File: config.mk
export PLATFORM = sky130hd
export DESIGN_NAME = cnv_bin2dec_w
export DESIGN_NICKNAME = d
export VERILOG_FILES = /design/src/rtl/pkg_segment.sv /design/src/rtl/cnv_dabble_adj.sv /design/src/rtl/cnv_bin2dec_w.sv
export SDC_FILE = /design/constraint.sdc
export NUM_CORES = 1
export LEC_CHECK = 0
export BUFFER_PORTS_ARGS = -buffer_cell sky130_fd_sc_hd__buf_2
export CAP_MARGIN = 20
export CORE_UTILIZATION = 51
export CTS_CLUSTER_DIAMETER = 200
export DETAILED_ROUTE_END_ITERATION = 8
export PLACE_DENSITY = 0.76
export SYNTH_ARGS = -nofsm -noshare
export SYNTH_HDL_FRONTEND = slang
export SYNTH_SLANG_ARGS = --single-unit
File: constraint.sdc
create_clock -name i_clk -period 1.54 [get_ports i_clk]
set_clock_uncertainty 0.15 [all_clocks]
set_input_delay 0.077 -clock i_clk [delete_from_list [all_inputs] [get_ports i_clk]]
set_output_delay 0.077 -clock i_clk [all_outputs]
set_load 0.005 [all_outputs]
File: src/rtl/pkg_segment.sv
// Types and constants shared by the numeric converter and the 7-segment string driver.
package pkg_segment;

  typedef logic [3:0] t_digit;

  localparam t_digit C_DIGIT_MAX = 4'd9;

  typedef enum logic {StIdle, StShift} t_cnv_state;

  // 10^n as a 64-bit constant; only used to size elaboration-time limits.
  function automatic logic [63:0] f_pow10(input int unsigned n);
    logic [63:0] r;
    r = 64'd1;
    for (int unsigned i = 0; i < n; i++) begin
      r = r * 64'd10;
    end
    return r;
  endfunction

endpackage

File: src/rtl/cnv_dabble_adj.sv
// Double-dabble digit correction: a BCD digit of 5 or more gets +3 before the shift.
module cnv_dabble_adj
  import pkg_segment::*;
(
  input  t_digit digit_i,
  output t_digit digit_o
);

  // Adding 3 to 5..9 makes the following left shift carry into the next digit.
  always_comb begin
    digit_o = digit_i;
    if (digit_i >= 4'd5) begin
      digit_o = digit_i + 4'd3;
    end
  end

endmodule

File: src/rtl/cnv_bin2dec_w.sv
// Sequential binary-to-BCD converter (shift-and-add-3, one bit per clock) with
// saturation to all nines when the input does not fit in p_width digits.
module cnv_bin2dec_w
  import pkg_segment::*;
#(
  parameter int unsigned p_width     = 4,
  parameter int unsigned p_bin_width = 14
) (
  input  logic                   i_clk,
  input  logic                   i_rst_n,
  input  logic                   i_start,
  input  logic [p_bin_width-1:0] i_bin,
  output t_digit [p_width-1:0]   o_value,
  output logic                   o_busy,
  output logic                   o_done,
  output logic                   o_ovf
);

  localparam int unsigned BcdW = 4 * p_width;
  localparam int unsigned SrW  = BcdW + p_bin_width;
  localparam int unsigned CntW = $clog2(p_bin_width + 1);

  localparam logic [63:0]     CMax    = f_pow10(p_width) - 64'd1;
  localparam logic [CntW-1:0] CntLast = CntW'(p_bin_width - 1);

  t_cnv_state           state_q, state_d;
  logic [SrW-1:0]       sr_q, sr_d;
  logic [CntW-1:0]      cnt_q, cnt_d;
  logic                 ovf_flag_q, ovf_flag_d;
  t_digit [p_width-1:0] value_q, value_d;
  logic                 ovf_q, ovf_d;
  logic                 done_q, done_d;

  t_digit [p_width-1:0] bcd_adj;
  logic [SrW-1:0]       sr_adj;
  logic [SrW-1:0]       sr_shift;

  // Per-digit correction of the BCD part of the shift register.
  for (genvar g = 0; g < p_width; g++) begin : g_adj
    cnv_dabble_adj u_adj (
      .digit_i (sr_q[p_bin_width + 4*g +: 4]),
      .digit_o (bcd_adj[g])
    );
  end

  assign sr_adj   = {bcd_adj, sr_q[p_bin_width-1:0]};
  // The top bit falls off; only overflowing inputs ever reach it and those saturate.
  assign sr_shift = {sr_adj[SrW-2:0], 1'b0};

  // Next-state: accept in idle, shift p_bin_width times, then publish the result.
  always_comb begin
    state_d    = state_q;
    sr_d       = sr_q;
    cnt_d      = cnt_q;
    ovf_flag_d = ovf_flag_q;
    value_d    = value_q;
    ovf_d      = ovf_q;
    done_d     = 1'b0;
    unique case (state_q)
      StIdle: begin
        if (i_start) begin
          sr_d       = {{BcdW{1'b0}}, i_bin};
          cnt_d      = '0;
          ovf_flag_d = 64'(i_bin) > CMax;
          state_d    = StShift;
        end
      end
      StShift: begin
        sr_d  = sr_shift;
        cnt_d = cnt_q + CntW'(1);
        if (cnt_q == CntLast) begin
          state_d = StIdle;
          cnt_d   = '0;
          done_d  = 1'b1;
          ovf_d   = ovf_flag_q;
          value_d = ovf_flag_q ? {p_width{C_DIGIT_MAX}} : sr_shift[SrW-1 -: BcdW];
        end
      end
      default: state_d = StIdle;
    endcase
  end

  // State and output registers; reset aborts any conversion in flight.
  always_ff @(posedge i_clk or negedge i_rst_n) begin
    if (!i_rst_n) begin
      state_q    <= StIdle;
      sr_q       <= '0;
      cnt_q      <= '0;
      ovf_flag_q <= 1'b0;
      value_q    <= '0;
      ovf_q      <= 1'b0;
      done_q     <= 1'b0;
    end else begin
      state_q    <= state_d;
      sr_q       <= sr_d;
      cnt_q      <= cnt_d;
      ovf_flag_q <= ovf_flag_d;
      value_q    <= value_d;
      ovf_q      <= ovf_d;
      done_q     <= done_d;
    end
  end

  assign o_value = value_q;
  assign o_busy  = (state_q == StShift);
  assign o_done  = done_q;
  assign o_ovf   = ovf_q;

endmodule

==> flow_metrics.tcl, run 1 <==
set metrics [dict create \
    outcome "complete, but fails checks" \
    violations "setup timing" \
    slew_headroom_pct 71.95 \
    worst_slew_pin_slew_ns 0.4164 \
    nFillCells 361 \
    rsz0062_at_grt "yes" \
    final_layout_size_suffix_gt1_share_pct 33.03 \
    die_h_um 73.45 \
    synth.most_common_cell "dfrtp_1" \
    drtAntennaViolNets 0 \
    synth_top_cell_area_share_pct 51.90 \
    clkTransAtPathRegs_ns 0.09 \
    cpPeakStageDelay_ns 0.43 \
    pre_cts_slack_ns -0.07103 \
    ff_latch_area_sq_um 1351 \
    power.density_nw_per_um2 1977 \
    worstPathMaxFanout 4 \
    path_cells "inv_1 -> ha_4 -> nand2b_4 -> a21oi_4 -> mux2i_2 -> a22o_1" \
    yosysUniqueCellTypes 29 \
    critPathArrivalTime_ns 1.70 \
    area_growth_pct 33.69 \
    synth_seq_cells 54 \
    clock_latency_ns 0.31 \
    yosys-mux-area-fraction_pct 6.920 \
    synth_seq_area_share_pct 51.90 \
    synth-async-reset-ratio_pct 100.0 \
    wl_mm 5.907 \
    grt_pass1_vias 1983 \
    multi_input_area_sq_um 1366 \
    grt_max_degree 55 \
    setup_viol 7 \
    tns_ns -0.2765 \
    cp_slowest_cell "dfrtp_1" \
    dieArea_sq_um 5395 \
    tritoncts "built" \
    power_leakage_nw 1.656 \
    diodes 0 \
    path_class "reg2reg" \
    gp_congestion 0.7765 \
    fmax_mhz 622.5 \
    worst_slack_ns -0.06633 \
    yosys.area_share.simple_pct 14.46 \
    yosysTopAreaCell "dfrtp_1" \
    avgSynthCellArea_sq_um 10.13 \
    grt_usage_pct 22.45 \
    worst_setup_path_end_kind "flip-flop" \
    grt_first_pass_wirelength_mm 9.135 \
    yosysWarnings 0 \
    drt_first_iter_violations 112 \
    drv_cap 0 \
    synthTopCellsByArea "dfrtp_1 (52%), mux2i_1 (6.9%), nand2_1 (6.8%), o21ai_0 (5.8%), ha_1 (4.8%)" \
    cts_buffers 5 \
    layout.cells.non_filler 397 \
    synthAdderAreaFrac_pct 4.805 \
    synthFlopType "dfrtp_1" \
    finalHoldViolations 0 \
    slew_viol_final 0 \
    drt_pass1_iterations 4 \
    clockBufferDepth 2 \
    peakVddDrop_v 0.0008376 \
    holdCritPathClass "in2reg" \
    place_hpwl_mm 3.468 \
    clkSinkCount 54 \
    gr-total-overflow 0 \
    period_share_pct 104.3 \
    start_kind "flip-flop" \
    synth-compound-area-share_pct 16.53 \
    vias_per_cell 5.280 \
    pin_count 36 \
    synth_xor_area_share_pct 1.346 \
    syn_inst 257 \
    synthTopCellsByCount "dfrtp_1 (54), nand2_1 (47), o21ai_0 (30), mux2i_1 (18)" \
    cp_top_family "flip-flops" \
    dp_cells 364 \
    synthesis.nets 284 \
    clk_root_buffer_cell "clkbuf_8" \
    synth_edf_count 0 \
    coreArea_sq_um 4817 \
    cp_data_required_time_ns 1.64 \
    fp-row-count 25 \
    synth_top_family_by_area "compound AO/OA/AOI/OAI gates" \
    fin_crit_ns 1.606 \
    wire_per_inst_um 14.88 \
    die_x_um 73.45 \
    netlist_area_sq_um 2604 \
    io_buffers 35 \
    layout.nets 356 \
    route.detailed.drc 0 \
    htree_levels 2 \
    vias 2096 \
    cp_num_buf_inv 1 \
    start_util_pct 54.05 \
    antenna_found_initial 0 \
]
[metrics by stage]
step | instance area (sq um) | hold slack, ns | utilization (%) | total power, mW
after floorplan | 2604 | -0.3686 | - | 4.260
after global placement | 2952 | -0.05388 | 61.27 | 5.071
after detailed placement | 2952 | -0.05581 | 61.27 | 5.198
after CTS | 3376 | 0.04780 | 70.08 | 6.483
after global routing | 3481 | 0.05821 | 72.26 | 7.333
final | 3481 | 0.05022 | 72.26 | 6.880
[power by group]
group	switching (mW)	internal, mW
Clock	0.452	0.364
Sequential	0.586	2.04
Combinational	1.65	1.78
[worst reg2reg max path, delay by kind of cell, from the launching register on]
kind | cells | cell delay, ns
and+or+nand+nor | 1 | 0.07
muxes | 1 | 0.26
AOI/OAI and AO/OA | 2 | 0.35
buffers and inverters | 1 | 0.13
adders and majority gates | 1 | 0.17
DFF | 1 | 0.43
[worst paths after layout]
path                                   from           to  slack, ns  depth (start not counted)
worst min-delay path                i_start     sr_q[14]       0.05                          3
worst min register to register  o_value[11]  o_value[11]       0.32                          2
min in group asynchronous           i_rst_n     sr_q[27]       0.14                          3
worst max register to register     sr_q[18]   o_value[6]      -0.07                          6
max in group asynchronous           i_rst_n   o_value[1]       0.86                          3
worst max-delay path               sr_q[18]   o_value[6]      -0.07                          6
[cell usage in the layout, fill, tap and decap left out, drive strengths merged, types with 6 or more instances in the layout]
cell / count
nand2: 47
a21oi: 12
nor2: 11
mux2i: 18
nand2b: 7
dlygate4sd3: 15
a21o: 8
o21ai: 30
inv: 10
a22o: 8
clkbuf: 7
nor3b: 6
dfrtp: 54
buf: 61
ha: 10
[registers in the layout, indices dropped and copies added (netlist names)]
register    cells
o_busy          1
o_value        16
o_done          1
o_ovf           1
cnt_q           4
ovf_flag_q      1
sr_q           30
[cell type report]
type                    count  share of cell area, %
clock buffers               7                  2.480
clock inverters             1                 0.1438
inverters                  11                  1.222
multi-input cells         181                  39.25
flip-flops and latches     54                  38.82
well taps                  67                  2.408
repair buffers             76                  15.67
[cells by family after synthesis]
logic type,count (synthesis)
AOI/OAI and AO/OA,68
xor gates and xnor gates,4
DFF,54
buffers and inverters,23
adders and majority gates,10
muxes,18
and+or+nand+nor,80
[per-layer routing]
layer | GRT usage [%] | up-vias | share of wire, %
met4 | 6.197 | 0 | 0.68
met2 | 39.96 | 42 | 52
met5 | 0 | - | 0
met1 | 27.75 | 1016 | 45
met3 | 4.252 | 5 | 3.0
li1 | - | 1033 | -
[repair_timing]
item / 4_1_cts / 5_1_grt
endpoints found under the hold margin: 69 / 0
resized for setup: 25 / 23
cloned: 1 / 0
setup buffers: 5 / 4
setup endpoints to repair: 22 / 27
pin swaps: 11 / 16
hold buffers: 16 / 0
No activity file was read; power rests on OpenSTA's default activity.
==> run 2: changes to the inputs <==
--- a/config.mk
+++ b/config.mk
@@ -7,10 +7,11 @@
 export LEC_CHECK = 0
 export BUFFER_PORTS_ARGS = -buffer_cell sky130_fd_sc_hd__buf_2
 export CAP_MARGIN = 20
-export CORE_UTILIZATION = 51
+export CORE_UTILIZATION = 52
 export CTS_CLUSTER_DIAMETER = 200
 export DETAILED_ROUTE_END_ITERATION = 8
-export PLACE_DENSITY = 0.76
+export PLACE_DENSITY = 0.77
 export SYNTH_ARGS = -nofsm -noshare
 export SYNTH_HDL_FRONTEND = slang
+export SYNTH_HIERARCHICAL = 1
 export SYNTH_SLANG_ARGS = --single-unit
==> run 2 against run 1 <==
The flow still finishes with violations (setup timing). Final area increased by 7.0%. Wire length grew 4.8%. Sequential share of layout area is 2.5 points lower. Count of clock-buffer cells in the layout shrank 1. Register-to-register slack worse by 0.02 ns. Critical path depth is the same. Global-route usage is 0.59 points higher. Sequential cell count unchanged. Via count up 5.5%. Worst setup slack lost 0.020 ns. Critical endpoint is now o_value[14]. Largest cell class unchanged. Highest routed layer unchanged.
==> flow_metrics.tcl, run 2 <==
set metrics [dict create \
    outcome "complete, but fails checks" \
    violations "setup timing" \
    wire_per_inst_um 14.96 \
    worst_slew_pin_slew_ns 0.4523 \
    top_register "sr_q" \
    startpoint "sr_q[26]" \
    htree_levels 2 \
    final_layout_size_suffix_gt1_share_pct 37.75 \
    vias_per_cell 5.343 \
    layout.nets 373 \
    largest_register_ffs 30 \
    start_kind "flip-flop" \
    cp_data_required_time_ns 1.63 \
    dp_cells 379 \
    clock_latency_ns 0.31 \
    avgSynthCellArea_sq_um 10.20 \
    vias 2212 \
    period_share_pct 105.6 \
    tritoncts "built" \
    drt_first_iter_violations 91 \
    final_cell_mix "dfrtp_1 (53), nand2_1 (47), buf_2 (35), buf_4 (28), a22o_1 (16)" \
    syn_inst 266 \
    place_hpwl_mm 3.670 \
    r2r-end "o_value[14]" \
    synthesis.nets 293 \
    cp_num_buf_inv 0 \
    yosysWarnings 6 \
    die_x_um 74.24 \
    r2r_slack_ns -0.09 \
    coreArea_sq_um 4880 \
    clk_root_buffer_cell "clkbuf_8" \
    worstPathMaxFanout 3 \
    power.density_nw_per_um2 2108 \
    io_buffers 35 \
    die_h_um 74.24 \
    gp_congestion 0.8281 \
    cp.depth 6 \
    grt_pass1_vias 2124 \
    antenna_found_initial 0 \
    grt_first_pass_wirelength_mm 9.549 \
    dieArea_sq_um 5512 \
    layout.cells.non_filler 414 \
    cp_top_family "flip-flops" \
    finalHoldViolations 0 \
    worst_slack_ns -0.08607 \
    path_cells "ha_4 -> nand2b_4 -> a21oi_4 -> mux2i_2 -> nand2b_1 -> o21ai_1" \
    final_util_pct 76.33 \
    peakVddDrop_v 0.001010 \
    clkTransAtPathRegs_ns 0.10 \
    rsz0062_at_grt "yes" \
    gr-total-overflow 0 \
    slew_viol_final 0 \
    grt_max_degree 29 \
    setup_viol 13 \
    worstRegToRegCells 6 \
    cpPeakStageDelay_ns 0.45 \
    reg2reg_from "sr_q[26]" \
    power_leakage_nw 1.762 \
    start_util_pct 55.62 \
    fmax_mhz 615.0 \
    cts_buffers 5 \
    path_class "reg2reg" \
    netlist_area_sq_um 2714 \
    grt_usage_pct 23.04 \
    slew_headroom_pct 69.84 \
    fin_crit_ns 1.626 \
    drv_cap 0 \
    final_common_cell "dfrtp_1" \
    wl_mm 6.193 \
    clkSinkCount 54 \
    cp_slowest_cell "dfrtp_1" \
    diodes 0 \
    worst_setup_path_end_kind "flip-flop" \
    critPathArrivalTime_ns 1.72 \
    cp-endpoint "o_value[14]" \
    clockBufferDepth 2 \
    area_growth_pct 37.25 \
    pin_count 36 \
    holdCritPathClass "in2reg" \
    drt_pass1_iterations 4 \
    drtAntennaViolNets 0 \
    fp-row-count 25 \
    route.detailed.drc 0 \
]
run 2: cell count changes in the layout (fill, tap and decap cells not counted), sizes merged, moves of 5 or more:
cell    delta
buf       +11
nand2b     +9
a21o       -8
a22o       +8
nor3b      -6
o21ai      +6
o22ai      -5
run 2: how the worst min path moves through the flow:
stage	cells past startpoint	endpoint	start	slack, ns
floorplan	0	cnt_q[0]	i_rst_n	-0.37
global placement	1	o_value[1]	i_rst_n	-0.10
detailed placement	1	o_value[2]	i_rst_n	-0.1
CTS	2	cnt_q[1]	i_start	0.08
global route	2	cnt_q[1]	i_start	0.1
finish	2	cnt_q[1]	i_start	0.09
run 2: timing repair:
action	4_1_cts	5_1_grt
hold endpoints to repair	69	0
pin swaps	12	20
resized for setup	26	37
hold buffers	15	0
buffers inserted	5	7
endpoints found under the setup margin	16	26
run 2: area by class of cell:
cell class / instances / area, sq um
Multi-Input combinational cell: 186 / 1476
Tap cell: 67 / 83.83
Clock inverter: 2 / 13.76
Clock buffer: 6 / 72.57
Inverter: 12 / 45.04
Sequential cell: 54 / 1353
Fill cell: 324 / 1155
Timing Repair Buffer: 87 / 680.7
run 2: per-stage QoR:
stage	setup slack, ns	power [mW]	hold WS [ns]	cell area [sq um]	TNS, ns
floorplan	-0.002022	4.589	-0.3686	2714	-0.002022
global placement	-0.009573	5.507	-0.1009	3117	-0.01679
detailed placement	-0.1191	5.688	-0.09893	3117	-0.9051
CTS	-0.05082	6.931	0.08391	3511	-0.2984
global route	-0.1443	8.418	0.09951	3725	-1.516
finish	-0.08607	7.852	0.08842	3725	-0.5853
run 2: where the power goes:
part / internal [mW] / leakage (nW) / switching (mW)
Combinational: 2.40 / 1.03 / 2.14
Clock: 0.322 / 0.0452 / 0.451
Sequential: 2.01 / 0.691 / 0.532
run 2: per-layer routing:
metal	vias to the layer above	wire length, um	GRT usage [%]
met2	45	3365	41.62
li1	1068	-	-
met4	0	59	7.757
met1	1093	2616	27.63
met5	-	0	0
met3	6	151	4.336
